## src/rtl/mem_sdp.sv

```systemverilog
// mem_sdp: simple dual-port RAM, one write port + one read port, one clock.
// Ports: clk/rst (sync, active-high); wr/waddr/wdata/wmask write port;
// rd/raddr read request; rdata/rvalid read result; busy = clear engine on.
module mem_sdp #(
  parameter int ADDR           = 4,
  parameter int WORD           = 8,
  parameter int LANES          = 2,
  parameter int RD_LAT         = 1,
  parameter int RDW_MODE       = 0,
  parameter int CLEAR_ON_RESET = 1
) (
  input  logic             clk,
  input  logic             rst,
  input  logic             wr,
  input  logic [ADDR-1:0]  waddr,
  input  logic [WORD-1:0]  wdata,
  input  logic [LANES-1:0] wmask,
  input  logic             rd,
  input  logic [ADDR-1:0]  raddr,
  output logic [WORD-1:0]  rdata,
  output logic             rvalid,
  output logic             busy
);

  localparam int DEPTH = 2 ** ADDR;
  localparam int LW    = WORD / LANES;

  logic [WORD-1:0] mem_q [DEPTH];

  logic            busy_q, busy_d;
  logic [ADDR-1:0] clr_q, clr_d;
  logic            wr_en, rd_en;
  logic [WORD-1:0] wmerge, rword;
  logic            rvalid_q;
  logic [WORD-1:0] rdata_q;

  // Requests are dropped while clearing or in reset.
  always_comb begin
    wr_en  = wr && !busy_q && !rst;
    rd_en  = rd && !busy_q && !rst;
    wmerge = mem_q[waddr];
    for (int i = 0; i < LANES; i++) begin
      if (wmask[i]) begin
        wmerge[i*LW +: LW] = wdata[i*LW +: LW];
      end
    end
    rword = mem_q[raddr];
    if (RDW_MODE != 0 && wr_en && waddr == raddr) begin
      rword = wmerge;
    end
  end

  // Clear sweep stops on the last address; the counter never wraps
  // into a second pass because busy drops on that same edge.
  always_comb begin
    busy_d = busy_q;
    clr_d  = clr_q;
    if (busy_q) begin
      clr_d = clr_q + 1'b1;
      if (clr_q == ADDR'(DEPTH - 1)) begin
        busy_d = 1'b0;
      end
    end
  end

  always_ff @(posedge clk) begin
    if (rst) begin
      busy_q <= (CLEAR_ON_RESET != 0);
      clr_q  <= '0;
    end else begin
      busy_q <= busy_d;
      clr_q  <= clr_d;
    end
  end

  // Array has no reset; it is only touched by the sweep or a write.
  always_ff @(posedge clk) begin
    if (!rst) begin
      if (busy_q) begin
        mem_q[clr_q] <= '0;
      end else if (wr_en) begin
        mem_q[waddr] <= wmerge;
      end
    end
  end

  if (RD_LAT == 1) begin : g_lat1
    always_ff @(posedge clk) begin
      if (rst) begin
        rvalid_q <= 1'b0;
        rdata_q  <= '0;
      end else begin
        rvalid_q <= rd_en;
        if (rd_en) begin
          rdata_q <= rword;
        end
      end
    end
  end else begin : g_lat2
    logic            s1_v_q;
    logic [WORD-1:0] s1_d_q;
    always_ff @(posedge clk) begin
      if (rst) begin
        s1_v_q   <= 1'b0;
        s1_d_q   <= '0;
        rvalid_q <= 1'b0;
        rdata_q  <= '0;
      end else begin
        s1_v_q   <= rd_en;
        if (rd_en) begin
          s1_d_q <= rword;
        end
        rvalid_q <= s1_v_q;
        if (s1_v_q) begin
          rdata_q <= s1_d_q;
        end
      end
    end
  end

  assign rdata  = rdata_q;
  assign rvalid = rvalid_q;
  assign busy   = busy_q;

endmodule

```

## config.mk

```make
export PLATFORM = sky130hd
export DESIGN_NAME = mem_sdp
export DESIGN_NICKNAME = d
export VERILOG_FILES = /design/src/rtl/mem_sdp.sv
export SDC_FILE = /design/constraint.sdc
export NUM_CORES = 1
export LEC_CHECK = 0
export ABC_AREA = 0
export CAP_MARGIN = 0
export CELL_PAD_IN_SITES_DETAIL_PLACEMENT = 0
export CELL_PAD_IN_SITES_GLOBAL_PLACEMENT = 1
export CORE_MARGIN = 2
export CORE_UTILIZATION = 51
export CTS_CLUSTER_SIZE = 16
export DETAILED_ROUTE_END_ITERATION = 7
export HOLD_SLACK_MARGIN = 0.06
export PLACE_DENSITY_LB_ADDON = 0.1
export SYNTH_ARGS = -nofsm -noshare
export SYNTH_HDL_FRONTEND = slang
export SYNTH_SLANG_ARGS = --single-unit
```

## constraint.sdc

```tcl
create_clock -name clk -period 2.7 [get_ports clk]
set_clock_uncertainty 0.15 [all_clocks]
set_input_delay 0.405 -clock clk [delete_from_list [all_inputs] [get_ports clk]]
set_output_delay 0.405 -clock clk [all_outputs]
set_load 0.05 [all_outputs]
```

Word level (Yosys, flattened, before mapping)
Memory sizes are Yosys's and may differ from the RTL's. A register that Yosys moved wholly into a read port is not among the register bits.
Cells that the tools add are included.

storage, ports and cells
  output and inout port bits = 10
  memories kept = 1
  register bits = 6
  memory bits (writable) = 128
  input bits = 22
  logic and storage cells = 31

memory list
  name   words  bits a word  rd ports  clocked after memory_dff  write ports  line  RTL
  mem_q  16     8            1         1                         1            28    logic [WORD-1:0] mem_q [DEPTH];

operators by class
  equality and inequality tests = 3
  add/subtract/negate cells = 1
  multiplexer cells = 14
  reductions and logical operators = 9

operators by type and width
  cell                                         count
  two-way mux 4 bit                            3
  two-way mux 1 bit                            9
  two-way mux 8 bit                            1
  OR reduction 8 bit                           1
  adder 4 x 1 -> 4 bit, second input constant  1
  equality test 4 bit, second input constant   1
  logical AND 1 bit                            4
  AND reduction 2 bit                          2
  zero test 1 bit                              2
  two-way mux 2 bit                            1
  != test 1 bit, second input constant         2

Longest topological paths before layout
  depth after elaboration = 10
  gate-level depth with buffers = 8
  gate-level depth less buffers = 4

Least setup slack after synthesis
No wires, ideal clock.

  path kind = register to register
  start = register busy_q, in the netlist busy
  end = memory mem_q[12][0] (enable)
  slack = 0.156 ns
  clock period less this slack = 2.544 ns
  arrival time = 2.033 ns
  required time = 2.189 ns
  stages on the path, launching flop included = 7
  buffers on the path = 2
  setup time = 0.361 ns
  cell sequence = dfxtp_1 -> buf_2 -> nor2_1 -> o211a_1 -> buf_2 -> mux2_1 -> nor3_1

on the way
  longest elaborated chain between the ends = 10
  elaborated cells on any way between the ends = 15
  classes of those cells = 9 x mux; 6 x reduce/logical

RTL lines
  element                                                                  line  RTL
  start, declared                                                          30    logic busy_q, busy_d;
  start signal, assigned                                                   68    busy_q <= (CLEAR_ON_RESET != 0);
  start signal, assigned                                                   71    busy_q <= busy_d;
  zero test 1 bit                                                          39    wr_en = wr && !busy_q && !rst;
  logical AND 1 bit (2 in a row)                                           39
  two-way mux 1 bit                                                        81    end else if (wr_en) begin
  two-way mux 1 bit                                                        79    if (busy_q) begin
  two-way mux 1 bit                                                        78    if (!rst) begin
  two-way mux 1 bit (implied by the code)                                  82    mem_q[waddr] <= wmerge;
  AND reduction 2 bit (no line)                                            n/a
  OR reduction 8 bit (no line)                                             n/a
  two-way mux 4 bit (no line) / two-way mux 2 bit (equally long branches)  n/a
  end, declared                                                            28

Parallel ways exist; a longest one is shown, timed or not.

Final worst setup path
  start = input wmask[0]
  end = memory mem_q[5][5] (enable)

on the way
  longest elaborated chain between the ends = 4
  elaborated cells on any way between the ends = 5
  classes of those cells = 1 x eq/ne; 2 x mux; 2 x reduce/logical

RTL lines
  element                                                                  line  RTL
  start, declared                                                          17    input logic [LANES-1:0] wmask,
  != test 1 bit (no line) (*)                                              n/a
  AND reduction 2 bit (no line) (*)                                        n/a
  OR reduction 8 bit (no line) (*)                                         n/a
  two-way mux 4 bit (no line) / two-way mux 2 bit (equally long branches)  n/a

Mark *: on every way between the ends. The rest lies on a longest branch, timed or not.

==> results.md <==
* Outcome: completed
* Critical path class: input pin to register
* Total power at 4.95 mW
* Synth Area in Simple Gates at 0.0700
* Min-delay worst type: register to register
* Die footprint at 0.0123 sq mm
* Seq pwr share at 0.485
* Slew Viols, Final at 0
* Fin worst setup slack at 0.276 ns
* Mapped Cells at 331
* Finished Cell Area at 0.00721 sq mm
* CORE AREA at 0.0110 sq mm
* I/O Buffers at 31
* Vias per cell at 5.62
* Post-route minimum period at 2.42 ns
* Util after Layout at 0.657
* Top cells by area, synth: edfxtp_1 (66%), mux4_2 (6.6%), dfxtp_1 (4.8%)
* Yosys warns at 0
* Fill count at 744
* PwrDens at 686 mW/mm^2
* Clk pwr share at 0.466
* Hold slack final at 0.340 ns
* Internal power at 3.95 mW
* Flop2flop setup slack at 0.49 ns
* Layout Cells excl Fill at 570
* Most common cell in the synthesized netlist: edfxtp_1
* Gpl congestion at 0.766
* Vias in the first global route at 3,282
* FF-to-FF End: mem_q[5][5]
* Starting DRT DRC Count at 292
* Pre-CTS setup slack at -0.107 ns
* Crit end category: register
* Post-DP Area at 0.00662 sq mm
* Reg2reg start: busy
* Top FF cell, synth: edfxtp_1
* Peak supply drop at 0.378 mV
* Hold Buf Count CTS at 0
* P_leak at 2.78 nW
* Ports at 32
* Fin. Hold Viols at 0
* Syn avg cell area at 17.6 sq um
* Crit path to: mem_q[5][5]
* R2R depth at 5
* Initial antenna violation count at 0
* Clock Path Buffers at 2
* CTS Buf Count at 17
* Wirelength per Cell at 20.7 microns
* Storage cell area at 0.00412 sq mm
* Multiplexer share of the synthesized area at 0.159
* Compound-Gate Fraction of Synth Area at 0.0353
* Crit path from: wmask[0]
* Placed instance count at 538
* Yosys cell types at 30
* Max-cap viol count at 0
* Area of the multi-input gates at 0.00158 sq mm
* Main combinational cell family by area after synthesis: multiplexers
* Clock latency on the worst-skew pair at 0.41 ns
* Vias at 3,203
* Slew HR at 0.341
* #FFs+latches synth at 142
* Worst-path clk slew at 0.06 ns
* RSZ-0062 raised after global routing: no
* Share of cells above drive strength 1 at 0.272
* Gate power share at 0.049
* Remaining antenna violation count at 0
* Clk sinks at 142
* Gr usage total at 0.203
* Setup_tns at 0 ns
* Post-Synth Adder-Cell Area at 0.00215
* WP data required at 2.73 ns
* First-pass GRT wire length at 18.5 mm
* Post-route DRC at 0
* Sw Share at 0.201
* Seq/Total Area, Yosys at 0.709
* Yosys top cell by area: edfxtp_1
* Starting density of the core at 0.529
* Final HPWL DP at 7.90 mm
* Top cells by count, synth: edfxtp_1 (128), nor3_1 (32), mux2i_1 (21)
* Num rows at 38
* Die W at 111 microns
* Drt pass-1 iters at 5
* H-tree depth at 4
* Async SR Flop Fraction at 0
* Worst Path Max Fanout at 8
* Final net count at 440
* Top cell type's share of synthesized area at 0.661
* # setup viols final at 0
* Fmax at 413 MHz
* Syn-to-layout area delta at 24.0%
* Mapped Area at 0.00581 sq mm
* CP Data Arrival Time at 2.45 ns
* Syn_nets at 354
* GRT overflow at 0
* CP startpoint kind: input pin
* Period utilization at 0.898
* Slew @ Worst Pin at 0.961 ns
* Pin count of the biggest net entering global routing at 26
* Post-synth EDFFs at 128
* Die H at 111 microns
* Post CTS Setup Buffer Count at 0
* CTS tree: done
* Antenna Cells at 0
* CTS root buffer: clkbuf_16
* Sw power at 0.994 mW
* Synth Area in XOR/XNOR at 0.00452
* Post-CTS resize count at 0
* Final wirelength at 11.8 mm
[power groups by stage]
stage | logic [mW] | clock network [mW] | registers [mW]
detailed placement | 0.242 | 0 | 2.45
global placement | 0.238 | 0 | 2.45
global route | 0.259 | 2.44 | 2.40
CTS | 0.243 | 2.33 | 2.40
finish | 0.241 | 2.30 | 2.40
floorplan | 0.143 | 0 | 2.44
[cells by family after synthesis]
logic type | count (synthesis)
AO/OA/AOI/OAI | 27
XOR/XNOR | 3
adder cells (fa/ha/maj) | 1
buffers and inverters | 20
flip-flops | 142
multiplexers | 57
AND/OR/NAND/NOR | 81
[metal layers]
layer | part of all wire | vias up | routed length, microns | global-route usage
li1 | - | 1497 | - | -
met1 | 0.44 | 1585 | 5180 | 0.272
met2 | 0.49 | 108 | 5820 | 0.324
met3 | 0.058 | 13 | 686 | 0.0569
met4 | 0.011 | 0 | 127 | 0.0675
met5 | 0 | - | 0 | 0
[worst min path at each step]
stage               depth (start not counted)        to      from  slack [ns]
floorplan                                   2      busy  clr_q[3]        0.37
global placement                            2  rdata[1]  rdata[1]        0.33
detailed placement                          2  rdata[6]  rdata[6]        0.33
CTS                                         2  rdata[0]  rdata[0]        0.34
global route                                2  rdata[5]  rdata[5]        0.37
finish                                      2  rdata[0]  rdata[0]        0.34
[cell type report]
type,instances,share of cell area
Timing Repair Buffer,87,0.102
Clock buffer,17,0.0590
Multi-Input combinational cell,169,0.219
Sequential cell,142,0.572
Clock inverter,15,0.0236
Tap cell,140,0.0243
[sequential cells by signal, summed over array words and instances (netlist names)]
register / cells
mem_q: 128
rdata: 8
clr_q: 4
busy: 1
rvalid: 1
[critical path, stage by stage]
cell	delay, ns
clkdlybuf4s50_1	0.46
o211ai_2	0.40
mux2i_1	0.85
nor3_1	0.12
buf_4	0.20
[cells in the final DEF (no fill, tap or decap), drive strengths merged]
cell type	count
nand3	1
o211a	1
a21o	1
inv	1
clkbuf	17
clkinvlp	3
a21oi	2
clkdlybuf4s50	30
nand4	1
or2	2
xor2	2
a22oi	15
edfxtp	128
and2	10
bufinv	3
mux4	25
nand2	14
mux2	11
nor2	10
nor2b	10
nor3	32
xnor2	1
o211ai	8
mux2i	21
nor3b	1
buf	57
ha	1
dfxtp	14
clkinv	8
Note: power is estimated with default switching activity, not from simulation.
